<file path="src/rtl/tt_mux_sel_pkg.sv">
// Shared state encoding and default sizing for the TinyTapeout project-mux
// select controller.
package tt_mux_sel_pkg;

  localparam int DEF_ADDR_W    = 10;
  localparam int DEF_PULSE_CYC = 4;

  typedef enum logic [2:0] {
    IDLE    = 3'd0,
    DISABLE = 3'd1,
    RST_LO  = 3'd2,
    RST_HI  = 3'd3,
    INC_HI  = 3'd4,
    INC_LO  = 3'd5,
    FIN     = 3'd6
  } state_e;

  // Every state except IDLE and FIN holds for a full pulse phase.
  function automatic logic is_timed(state_e s);
    return (s != IDLE) && (s != FIN);
  endfunction

endpackage

</file>
<file path="src/rtl/tt_mux_phase_timer.sv">
// Loadable down-counter shared by every timed pulse phase; tc_o flags the
// last cycle of the phase.
module tt_mux_phase_timer #(
  parameter int W = 3
) (
  input  logic         clk,
  input  logic         rst_ni,
  input  logic         load_i,
  input  logic [W-1:0] load_val_i,
  output logic         tc_o
);

  logic [W-1:0] cnt_q, cnt_d;

  always_comb begin
    cnt_d = cnt_q;
    if (load_i) begin
      cnt_d = load_val_i;
    end else if (cnt_q != '0) begin
      cnt_d = cnt_q - W'(1);
    end
  end

  always_ff @(posedge clk or negedge rst_ni) begin
    if (!rst_ni) begin
      cnt_q <= '0;
    end else begin
      cnt_q <= cnt_d;
    end
  end

  assign tc_o = (cnt_q == '0);

endmodule

</file>
<file path="src/rtl/tt_mux_sel_ctrl.sv">
// Sequences the three-wire TinyTapeout mux select interface from a request
// handshake. Define TT_MUX_SEL_INCR_EN to allow incremental selection.
//
// Handshake: a request is accepted on a clk edge where req_valid and
// req_ready are both 1; req_addr/req_ena are captured on that edge and
// ignored afterwards. req_ready is 1 only in IDLE, so a request held while
// busy is taken on the first IDLE cycle. done pulses for the single FIN cycle.
module tt_mux_sel_ctrl
  import tt_mux_sel_pkg::*;
#(
  parameter int ADDR_W    = DEF_ADDR_W,
  parameter int PULSE_CYC = DEF_PULSE_CYC
) (
  input  logic              clk,
  input  logic              reset_n,
  input  logic              req_valid,
  output logic              req_ready,
  input  logic [ADDR_W-1:0] req_addr,
  input  logic              req_ena,
  output logic              busy,
  output logic              done,
  output logic [ADDR_W-1:0] cur_addr,
  output logic              cur_valid,
  output logic              ctrl_sel_rst_n,
  output logic              ctrl_sel_inc,
  output logic              ctrl_ena,
  output logic [2:0]        dbg_state
);

  if (PULSE_CYC < 1) begin : g_pulse_cyc_check
    $error("PULSE_CYC must be at least 1");
  end

  localparam int TMR_W = $clog2(PULSE_CYC + 1);
  localparam logic [TMR_W-1:0] PHASE_LOAD = TMR_W'(PULSE_CYC - 1);

  state_e            state_q, state_d;
  logic              live_q;
  logic [ADDR_W-1:0] target_q, target_d;
  logic [ADDR_W-1:0] inc_cnt_q, inc_cnt_d;
  logic [ADDR_W-1:0] cur_addr_q, cur_addr_d;
  logic              ena_q, ena_d;
  logic              cur_valid_q, cur_valid_d;
  logic              ctrl_ena_q, ctrl_ena_d;
  logic              accept;
  logic              tmr_load;
  logic              tmr_tc;
`ifdef TT_MUX_SEL_INCR_EN
  logic              skip_q, skip_d;
`endif

  // live_q keeps the pads in their reset pattern until the first edge after release.
  assign req_ready      = live_q && (state_q == IDLE);
  assign busy           = (state_q != IDLE);
  assign done           = (state_q == FIN);
  assign ctrl_sel_rst_n = live_q && (state_q != RST_LO);
  assign ctrl_sel_inc   = (state_q == INC_HI);
  assign ctrl_ena       = ctrl_ena_q;
  assign cur_addr       = cur_addr_q;
  assign cur_valid      = cur_valid_q;
  assign dbg_state      = state_q;

  assign accept   = req_valid && req_ready;
  assign tmr_load = (state_d != state_q) && is_timed(state_d);

  tt_mux_phase_timer #(
    .W (TMR_W)
  ) u_phase_timer (
    .clk        (clk),
    .rst_ni     (reset_n),
    .load_i     (tmr_load),
    .load_val_i (PHASE_LOAD),
    .tc_o       (tmr_tc)
  );

  always_comb begin
    state_d     = state_q;
    target_d    = target_q;
    ena_d       = ena_q;
    inc_cnt_d   = inc_cnt_q;
    cur_addr_d  = cur_addr_q;
    cur_valid_d = cur_valid_q;
    ctrl_ena_d  = ctrl_ena_q;
`ifdef TT_MUX_SEL_INCR_EN
    skip_d      = skip_q;
`endif
    unique case (state_q)
      IDLE: begin
        if (accept) begin
          state_d     = DISABLE;
          target_d    = req_addr;
          ena_d       = req_ena;
          ctrl_ena_d  = 1'b0;
          cur_valid_d = 1'b0;
`ifdef TT_MUX_SEL_INCR_EN
          // Only count upward from a known position; otherwise re-home.
          skip_d      = cur_valid_q && (req_addr >= cur_addr_q);
          inc_cnt_d   = req_addr - cur_addr_q;
`endif
        end
      end
      DISABLE: begin
        if (tmr_tc) begin
`ifdef TT_MUX_SEL_INCR_EN
          if (skip_q) begin
            state_d = (inc_cnt_q != '0) ? INC_HI : FIN;
          end else begin
            state_d = RST_LO;
          end
`else
          state_d = RST_LO;
`endif
        end
      end
      RST_LO: begin
        if (tmr_tc) begin
          state_d   = RST_HI;
          inc_cnt_d = target_q;
        end
      end
      RST_HI: begin
        if (tmr_tc) state_d = (inc_cnt_q != '0) ? INC_HI : FIN;
      end
      INC_HI: begin
        if (tmr_tc) state_d = INC_LO;
      end
      INC_LO: begin
        if (tmr_tc) begin
          inc_cnt_d = inc_cnt_q - ADDR_W'(1);
          state_d   = (inc_cnt_q != ADDR_W'(1)) ? INC_HI : FIN;
        end
      end
      FIN: begin
        state_d = IDLE;
      end
      default: begin
        state_d = IDLE;
      end
    endcase

    if ((state_d == FIN) && (state_q != FIN)) begin
      ctrl_ena_d  = ena_q;
      cur_addr_d  = target_q;
      cur_valid_d = 1'b1;
    end
  end

  always_ff @(posedge clk or negedge reset_n) begin
    if (!reset_n) begin
      state_q <= IDLE;
    end else begin
      state_q <= state_d;
    end
  end

  always_ff @(posedge clk or negedge reset_n) begin
    if (!reset_n) begin
      live_q      <= 1'b0;
      target_q    <= '0;
      ena_q       <= 1'b0;
      inc_cnt_q   <= '0;
      cur_addr_q  <= '0;
      cur_valid_q <= 1'b0;
      ctrl_ena_q  <= 1'b0;
`ifdef TT_MUX_SEL_INCR_EN
      skip_q      <= 1'b0;
`endif
    end else begin
      live_q      <= 1'b1;
      target_q    <= target_d;
      ena_q       <= ena_d;
      inc_cnt_q   <= inc_cnt_d;
      cur_addr_q  <= cur_addr_d;
      cur_valid_q <= cur_valid_d;
      ctrl_ena_q  <= ctrl_ena_d;
`ifdef TT_MUX_SEL_INCR_EN
      skip_q      <= skip_d;
`endif
    end
  end

endmodule

</file>
<file path="config.mk">
export PLATFORM = sky130hd
export DESIGN_NAME = tt_mux_sel_ctrl
export DESIGN_NICKNAME = d
export VERILOG_FILES = /design/src/rtl/tt_mux_sel_pkg.sv /design/src/rtl/tt_mux_phase_timer.sv /design/src/rtl/tt_mux_sel_ctrl.sv
export SDC_FILE = /design/constraint.sdc
export NUM_CORES = 1
export LEC_CHECK = 0
export CORE_ASPECT_RATIO = 1.4
export CORE_MARGIN = 2
export CORE_UTILIZATION = 53
export DETAILED_ROUTE_END_ITERATION = 8
export PLACE_DENSITY_LB_ADDON = 0.05
export SYNTH_ARGS = -nofsm -noshare
export SYNTH_HDL_FRONTEND = slang
export SYNTH_SLANG_ARGS = --single-unit
</file>
<file path="constraint.sdc">
create_clock -name clk -period 2.6 [get_ports clk]
set_input_delay 0.26 -clock clk [delete_from_list [all_inputs] [get_ports clk]]
set_output_delay 0.26 -clock clk [all_outputs]
set_load 0.05 [all_outputs]
</file>
# Word-level counts from Yosys, hierarchy flattened
# Index checks and enable logic that the tools add are counted.
dict set report word_totals {
  register_bits 40
  latch_bits 0
  ram_bits 0
  mem_bits_ro 0
  inputBits 14
  out_inout_bits 20
  elab_cells 62
  mem_count 0
}
dict set report classes {
  add_sub_neg 2
  n_mul 0
  div 0
  magnitude_cmp 0
  eq_ne 14
  shift 0
  muxes 18
  bitwise_logic 0
  n_reduce_logical 19
}
# operator count
set ops {}
lappend ops {{2-to-1 mux 3 bit} 8}
lappend ops {{2-to-1 mux 10 bit} 2}
lappend ops {{case mux 10 bit (2 select lines)} 1}
lappend ops {{case mux 3 bit (6 select lines)} 1}
lappend ops {{equality test 3 bit (second input constant)} 4}
lappend ops {{!= test 10 x 1 -> 1 bit (second input constant)} 1}
lappend ops {{nonzero test 10 bit} 1}
lappend ops {{subtractor 10 x 1 -> 10 bit (second input constant)} 1}
lappend ops {{nonzero test 3 bit} 3}
lappend ops {{nonzero test 2 bit} 4}
lappend ops {{equality test 3 x 2 -> 1 bit (second input constant)} 2}
lappend ops {{logical AND 1 bit} 6}
lappend ops {{zero test 3 bit} 2}
lappend ops {{!= test 3 bit (second input constant)} 2}
lappend ops {{2-to-1 mux 1 bit} 4}
lappend ops {{2-to-1 mux 2 bit} 2}
lappend ops {{!= test 2 bit (second input constant)} 2}
lappend ops {{AND reduction 2 bit} 2}
lappend ops {{equality test 3 x 1 -> 1 bit (second input constant)} 1}
lappend ops {{!= test 3 x 2 -> 1 bit (second input constant)} 1}
lappend ops {{!= test 3 bit} 1}
lappend ops {{AND reduction 3 bit} 1}
lappend ops {{subtractor 3 x 1 -> 3 bit (second input constant)} 1}

# Depth between registers and ports, before layout
# Gate-level depths: netlist of run 1.
dict set report logic_depth {
  ltp_word 9
  depth_mapped 7
  depth_no_buf 6
}

# By module
# Synthesis of run 1 repeated with hierarchy kept, for this count alone.
dict set report hier_totals {
  cells_unflattened 189
  hier_area_um2 2068.2
}
# module n_inst cells_per_inst area_each_um2 seq_area_each_um2
set by_module_without_submodules {}
lappend by_module_without_submodules {tt_mux_sel_ctrl 1 168 1866.8 925.9}
lappend by_module_without_submodules {tt_mux_phase_timer 1 21 201.4 75.1}

# Worst setup path before layout of run 1
# OpenSTA, ideal clock, no wires.
dict set report synth_path {
  kind {flip-flop to flip-flop}
  from {register state_q[2] (netlist: dbg_state[2])}
  to {register cur_addr_q[2] (netlist: cur_addr[2])}
  setup_time_ps 125
  t_arrival_ps 1935
  t_required_ps 2475
  setup_slack_ps 540
  path_stages_with_launch 6
  path_buffers 1
  period_less_slack_ps 2060
  cell_sequence {dfrtp_1 and4b_1 o2111ai_4 a211oi_4 buf_12 mux2_4}
}
dict set report synth_between {
  elab_chain_cells 7
  elab_cells_between_ends 18
  classes_between {eq/ne: 7; mux: 7; reduce/logical: 4}
}
# item line
set synth_rtl {}
lappend synth_rtl {{from (decl)} tt_mux_sel_ctrl.sv:37} ;# state_e state_q, state_d;
lappend synth_rtl {{from (signal assigned)} tt_mux_sel_ctrl.sv:152} ;# state_q <= state_d;
lappend synth_rtl {{zero test 3 bit} {tt_mux_sel_ctrl.sv:53, tt_mux_sel_ctrl.sv:87}}
lappend synth_rtl {{logical AND 1 bit} tt_mux_sel_ctrl.sv:53} ;# assign req_ready = live_q && (state_q == IDLE);
lappend synth_rtl {{logical AND 1 bit} tt_mux_sel_ctrl.sv:63} ;# assign accept = req_valid && req_ready;
lappend synth_rtl {{2-to-1 mux 3 bit} tt_mux_sel_ctrl.sv:89} ;# if (accept) begin
lappend synth_rtl {{case mux 3 bit (6 select lines)} tt_mux_sel_ctrl.sv:87} ;# unique case (state_q)
lappend synth_rtl {{equality test 3 bit} tt_mux_sel_ctrl.sv:141} ;# if ((state_d == FIN) && (state_q != FIN)) begin
lappend synth_rtl {{logical AND 1 bit *} tt_mux_sel_ctrl.sv:141}
lappend synth_rtl {{to (signal assigned)} tt_mux_sel_ctrl.sv:173} ;# cur_addr_q <= cur_addr_d;
lappend synth_rtl {{to (decl)} tt_mux_sel_ctrl.sv:41} ;# logic [ADDR_W-1:0] cur_addr_q, cur_addr_d;
# Every way passes the cells marked *; elsewhere a longest branch is shown, timed or not.
# A chain may end at the register's enable or synchronous reset.

# Worst setup path in the final report of run 1
dict set report layout_path {
  from {register state_q[1] (netlist: dbg_state[1])}
  to {output ctrl_sel_rst_n}
}
dict set report layout_between {
  elab_chain_cells 2
}
# item line
set layout_rtl {}
lappend layout_rtl {{!= test 3 x 2 -> 1 bit} tt_mux_sel_ctrl.sv:56} ;# assign ctrl_sel_rst_n = live_q && (state_q != RST_LO);
lappend layout_rtl {{logical AND 1 bit} tt_mux_sel_ctrl.sv:56}
lappend layout_rtl {{to (decl)} tt_mux_sel_ctrl.sv:24} ;# output logic ctrl_sel_rst_n,
# Every way passes these cells.

==> impl_metrics.yaml, run 1 <==
synth:
  synth_edf_count: 0
  yosysTopAreaCell: "dfrtp_1"
  yosys_warnings: 0
  ys_ff_latch: 40
  synthTopCellsByCount: "dfrtp_1 (40), nand2_1 (39), nor2_1 (14), o21ai_0 (14), a21oi_1 (10)"
  syn_inst: 207
  netlist_area_um2: 2080
  synth_top_area_share: 0.482
  yosysUniqueCellTypes: 46
  synth_flop_cell: "dfrtp_1"
  synthArstFlopShare: 1.00
  synth.net_count: 226
  synth_area_leaders: "dfrtp_1 (48%), nand2_1 (7.0%), mux2_4 (5.8%)"
  synth.most_common_cell: "dfrtp_1"
  avgSynthCellArea_um2: 10.0
  yosysSeqAreaShare: 0.482
timing:
  finalSetupViolations: 0
  fmax_mhz: 408
  slew_viol_final: 0
  rsz0062_at_grt: "no"
  worst_pin_slew_ns: 0.878
  whs_ns: 0.0871
  tns_ns: 0
  finalCritPeriodShare: 0.942
  slew_headroom: 0.415
  worst_clock_skew_ns: 0.00760
  setup_ws_ns: 0.150
  hold_viol_final: 0
  layout_min_cycle_time_ns: 2.45
global_routing:
  antenna_found_initial: 0
  grt_start_max_net_pins: 41
  overflow: 0
  grt_pass1_wl_mm: 7.73
  grt_pass1_vias: 1627
  grt_use_total: 0.223
clocking:
  root_buffer: "clkbuf_8"
  htree_levels: 2
  path_clk_slew_ns: 0.08
  ctsResizeCount: 0
  cts_setup_buffers: 0
  cts_buffers: 5
  clk_latency_ns: 0.28
  cts_tree: "yes"
  clkSinkCount: 40
  cts_buffer_depth: 2
  cts_hold_buffers: 0
setup_path:
  critical_path_required_ns: 2.34
  endpoint_kind: "output port"
  crit_type: "register to output port"
  cp_max_fo: 17
  crit_arrival_ns: 2.19
  cp-start-kind: "register"
placed_design:
  dp_hpwl_mm: 3.31
  portBuffers: 33
  dpl_cell_area_um2: 2440
  pre_cts_ws_ns: 0.349
  routabilityCongestion: 0.853
cells_and_area:
  syn2layout_area_growth_pct: 21.7
  n_antenna_cell: 0
  final_util: 0.682
  drive_gt1_frac: 0.115
  final_nets: 262
  final_area_um2: 2530
power:
  power_frac_clock: 0.139
  power_switching_share: 0.444
  total_leakage_power_nw: 1.13
  power_density_nw_per_um2: 1170
  internal_power_mw: 1.65
  vdd_ir_drop_max_mv: 0.819
  p_sw_mw: 1.32
  p_comb_frac: 0.471
  seqPwrFrac: 0.391
floorplanning:
  core_um2: 3710
  die_h_um: 78.1
  die_w_um: 56.9
  rows: 26
  initial_utilization: 0.560
  ios: 34
  dieArea_um2: 4450
job:
  max_cap_violations: 0
routing:
  drt-total-wl_mm: 4.52
  first_pass_iters: 4
  route.antenna.remaining_nets: 0
  drtIter0Drc: 72
  vias: 1659
  viasPerCell: 5.80
  drc: 0
  wl_per_cell_um: 15.8
min_path:
  min_path_type: "primary input to asynchronous set/reset pin"
run_status:
  outcome: "finished clean"
path summary, 6_finish.rpt:
path / startpoint / end / slack, ns / cells past startpoint
setup / recovery: dbg_state[1] / ctrl_sel_rst_n / 0.15 / 3
hold / removal: reset_n / inc_cnt_q[7] / 0.09 / 1
hold reg to reg: cur_valid / cur_valid / 0.48 / 1
max in group asynchronous: reset_n / inc_cnt_q[1] / 1.96 / 1
min in group clk: cur_valid / cur_valid / 0.48 / 1
setup reg to reg: inc_cnt_q[1] / cur_addr[9] / 0.35 / 7
kinds of logic after synthesis:
kind of cell,synth area share
fa+ha+maj,0.0301
buf+inv,0.0433
compound gates,0.158
other cells,0.00180
mux,0.0783
simple gates,0.207
flops,0.482
worst max-delay path, cell delays in order (launching register included):
cell and delay (ns):
dfrtp_1 0.60, or3b_1 0.44, and2_1 0.18, clkdlybuf4s50_1 0.69
flip-flops by register name, summed over array words and instances (netlist names):
signal / flops
dbg_state: 3
target_q: 10
u_phase_timer.cnt_q: 3
ena_q: 1
inc_cnt_q: 10
live_q: 1
ctrl_ena: 1
cur_valid: 1
cur_addr: 10
routing by layer:
layer	wire length [um]	vias up	GRT usage
met5	0	-	0
met4	53	0	0.0791
met3	146	6	0.0395
met2	2390	37	0.371
met1	1930	815	0.291
li1	-	801	-
through the flow:
step	total power, mW	cells
detailed placement	2.57	278
CTS	2.99	286
global placement	2.51	278
finish	2.96	286
global route	3.17	286
floorplan	2.15	207
area by class of cell:
cell class / count / area (um2)
timing repair buffer: 39 / 370
multi-input combinational: 150 / 987
tap: 42 / 52.6
clock buffer: 6 / 82.6
fill: 301 / 1180
clock inverter: 2 / 10.0
inverter: 7 / 26.3
sequential: 40 / 1000
power by group through the flow:
stage               Clock, mW  Sequential [mW]  Combinational, mW
detailed placement          0             1.17               1.40
global route            0.444             1.21               1.52
finish                  0.411             1.16               1.39
CTS                     0.425             1.16               1.41
global placement            0             1.15               1.36
floorplan                   0             1.29              0.859
cells in the final DEF (no fill, tap or decap), drive strengths merged, types with 3 or more instances in the layout:
cell           instances
a22oi                  3
buf                    7
ha                     5
nand2b                 3
o2bb2ai                3
clkdlybuf4s50         32
a21o                   3
a21oi                 10
mux2                  10
nand2                 39
clkbuf                 6
a32oi                  3
inv                    7
nor2                  14
nand3b                 3
o21ai                 14
dfrtp                 40
nor3                   5
nand3                  6
(Power assumes the default switching activity.)
==> inputs of run 2 (changes only) <==
--- a/config.mk
+++ b/config.mk
@@ -5,10 +5,12 @@
 export SDC_FILE = /design/constraint.sdc
 export NUM_CORES = 1
 export LEC_CHECK = 0
+export ABC_AREA = 1
 export CORE_ASPECT_RATIO = 1.4
 export CORE_MARGIN = 2
 export CORE_UTILIZATION = 53
 export DETAILED_ROUTE_END_ITERATION = 8
+export GPL_TIMING_DRIVEN = 0
 export PLACE_DENSITY_LB_ADDON = 0.05
 export SYNTH_ARGS = -nofsm -noshare
 export SYNTH_HDL_FRONTEND = slang
==> constraint.sdc (replaced) <==
create_clock -name clk -period 2.6 [get_ports clk]
set_input_delay 0.26 -clock clk [delete_from_list [all_inputs] [get_ports clk]]
set_output_delay 0.26 -clock clk [all_outputs]
set_load 0.1 [all_outputs]
==> impl_metrics.yaml, run 2 <==
setup_path:
  worstSetupStartpoint: "dbg_state[1]"
  cpMaxStageDelayCell: "clkdlybuf4s50_1"
  r2r_end: "cur_addr[1]"
  endpoint_kind: "output port"
  crit_type: "register to output port"
  r2r_cells: 12
  cp-start-kind: "register"
  cpPeakStageDelay_ns: 1.13
  r2r_setup_slack_ns: 0.73
  crit_arrival_ns: 2.19
  crit_end: "ctrl_sel_inc"
  critical_path_required_ns: 2.34
  crit_chain: "inv_1 > nand2_2 > nor2_2 > clkdlybuf4s50_1"
  cp_max_fo: 6
  r2r_start: "u_phase_timer.cnt_q[0]"
timing:
  rsz0062_at_grt: "no"
  finalCritPeriodShare: 0.943
  hold_viol_final: 0
  worst_pin_slew_ns: 0.973
  tns_ns: 0
  layout_min_cycle_time_ns: 2.45
  worst_clock_skew_ns: 0.00416
  slew_viol_final: 0
  finalSetupViolations: 0
  slew_headroom: 0.349
  fmax_mhz: 408
  setup_ws_ns: 0.147
synth:
  synth_top_area_share: 0.486
  synthTopCellsByCount: "nand2_1 (53), dfrtp_1 (40), inv_1 (30)"
  syn_inst: 248
  synthArstFlopShare: 1.00
  synth.most_common_cell: "nand2_1"
  netlist_area_um2: 2060
  yosysUniqueCellTypes: 29
  synth_flop_cell: "dfrtp_1"
  ys_ff_latch: 40
  avgSynthCellArea_um2: 8.31
  synth_edf_count: 0
  yosysSeqAreaShare: 0.486
  yosysTopAreaCell: "dfrtp_1"
  synth.net_count: 267
  yosys_warnings: 0
  synth_area_leaders: "dfrtp_1 (49%), nand2_1 (9.7%), o21ai_0 (6.6%)"
power:
  total_leakage_power_nw: 1.24
  vdd_ir_drop_max_mv: 1.62
  power_density_nw_per_um2: 1290
clocking:
  htree_levels: 2
  path_clk_slew_ns: 0.07
  cts_buffer_depth: 2
  cts_hold_buffers: 0
  ctsResizeCount: 1
  cts_tree: "yes"
  clkSinkCount: 40
  cts_setup_buffers: 0
  root_buffer: "clkbuf_8"
  cts_buffers: 5
  clk_latency_ns: 0.29
floorplanning:
  dieArea_um2: 4410
  die_h_um: 77.8
  die_w_um: 56.7
  rows: 26
  initial_utilization: 0.561
  ios: 34
  core_um2: 3680
routing:
  wl_met3_um: 144
  met1_length_mm: 1.76
  drtIter0Drc: 56
  drt-total-wl_mm: 4.08
  first_pass_iters: 4
  wl_met2_mm: 2.05
  routed.top_layer: "met4"
  viasPerCell: 5.12
  vias: 1695
  drc: 0
  wl_per_cell_um: 12.3
  route.antenna.remaining_nets: 0
global_routing:
  grt_pass1_vias: 1723
  overflow: 0
  grt_pass1_wl_mm: 7.60
  grt_start_max_net_pins: 41
  grt_use_total: 0.220
  antenna_found_initial: 0
placed_design:
  dp_hpwl_mm: 3.11
  portBuffers: 33
  pre_cts_ws_ns: 0.274
  routabilityCongestion: 0.920
  dpl_cell_area_um2: 2450
min_path:
  min_path_type: "primary input to asynchronous set/reset pin"
cells_and_area:
  n_fill_cell: 320
  final_area_um2: 2540
  layout.cells.most_common: "nand2_1"
  layout_common_cells: "nand2_1 (52), dfrtp_1 (40), inv_1 (30), clkdlybuf4s50_1 (30), o21ai_0 (27)"
  n_antenna_cell: 0
  final_nets: 307
  syn2layout_area_growth_pct: 23.5
  drive_gt1_frac: 0.149
run_status:
  outcome: "finished clean"
job:
  max_cap_violations: 0
==> run 2: cell count changes after synthesis, sizes merged, moves of 4 or more <==
cell    previous run  this run
nand2             39        62
clkbuf             6         1
o21ai             14        39
mux2              10         0
nor2              14        25
inv                7        33
xor2               0         4
==> run 2: area by class of cell <==
class                      count  area [um2]  share of cell area
buffer                         8        53.8              0.0211
multi-input combinational    167         897               0.353
sequential                    40        1000               0.393
timing repair buffer          33         327               0.128
clock buffer                   8        90.1              0.0354
tap                           42        52.6              0.0206
inverter                      33         124              0.0487
==> run 2: per-stage QoR <==
step	instances	total power, mW	hold WS [ns]	utilization
after floorplan	248	2.46	-0.0356	-
after global placement	323	2.86	0.456	0.669
after CTS	331	3.31	0.106	0.692
after detailed placement	323	2.89	0.422	0.667
after global routing	331	3.54	0.151	0.692
final	331	3.28	0.0711	0.692
==> run 2: worst min-delay path by stage <==
stage,endpoint,cells after the start
floorplan,ctrl_ena,0
global placement,cur_addr[4],2
detailed placement,ctrl_ena,1
CTS,ctrl_ena,1
global route,target_q[0],1
finish,ctrl_ena,1
==> run 2: worst max-delay path: cells and delay by family, from the launching register on <==
| kind | cells | cell delay [ns] |
|---|---|---|
| buffers and inverters | 2 | 1.27 |
| flip-flops | 1 | 0.44 |
| AND/OR/NAND/NOR | 2 | 0.20 |
==> run 2: report_power, final <==
| part | internal (mW) | switching, mW | leakage, nW |
|---|---|---|---|
| clock | 0.216 | 0.199 | 0.0455 |
| combinational | 0.512 | 1.37 | 0.673 |
| sequential | 0.847 | 0.144 | 0.519 |
==> run 2: kinds of logic (layout without fill, tap and decap cells) <==
group	after synthesis	count (layout)	share of synthesized area
simple gates	102	102	0.218
compound gates	54	54	0.157
buf+inv	41	82	0.0862
flops	40	40	0.486
fa+ha+maj	5	5	0.0304
xor+xnor	5	5	0.0212
other cells	1	1	0.00182
==> run 2: per-layer routing <==
metal	track usage	up-vias
li1	-	868
met1	0.279	782
met2	0.356	33
met3	0.0450	12
met4	0.105	0
met5	0	-
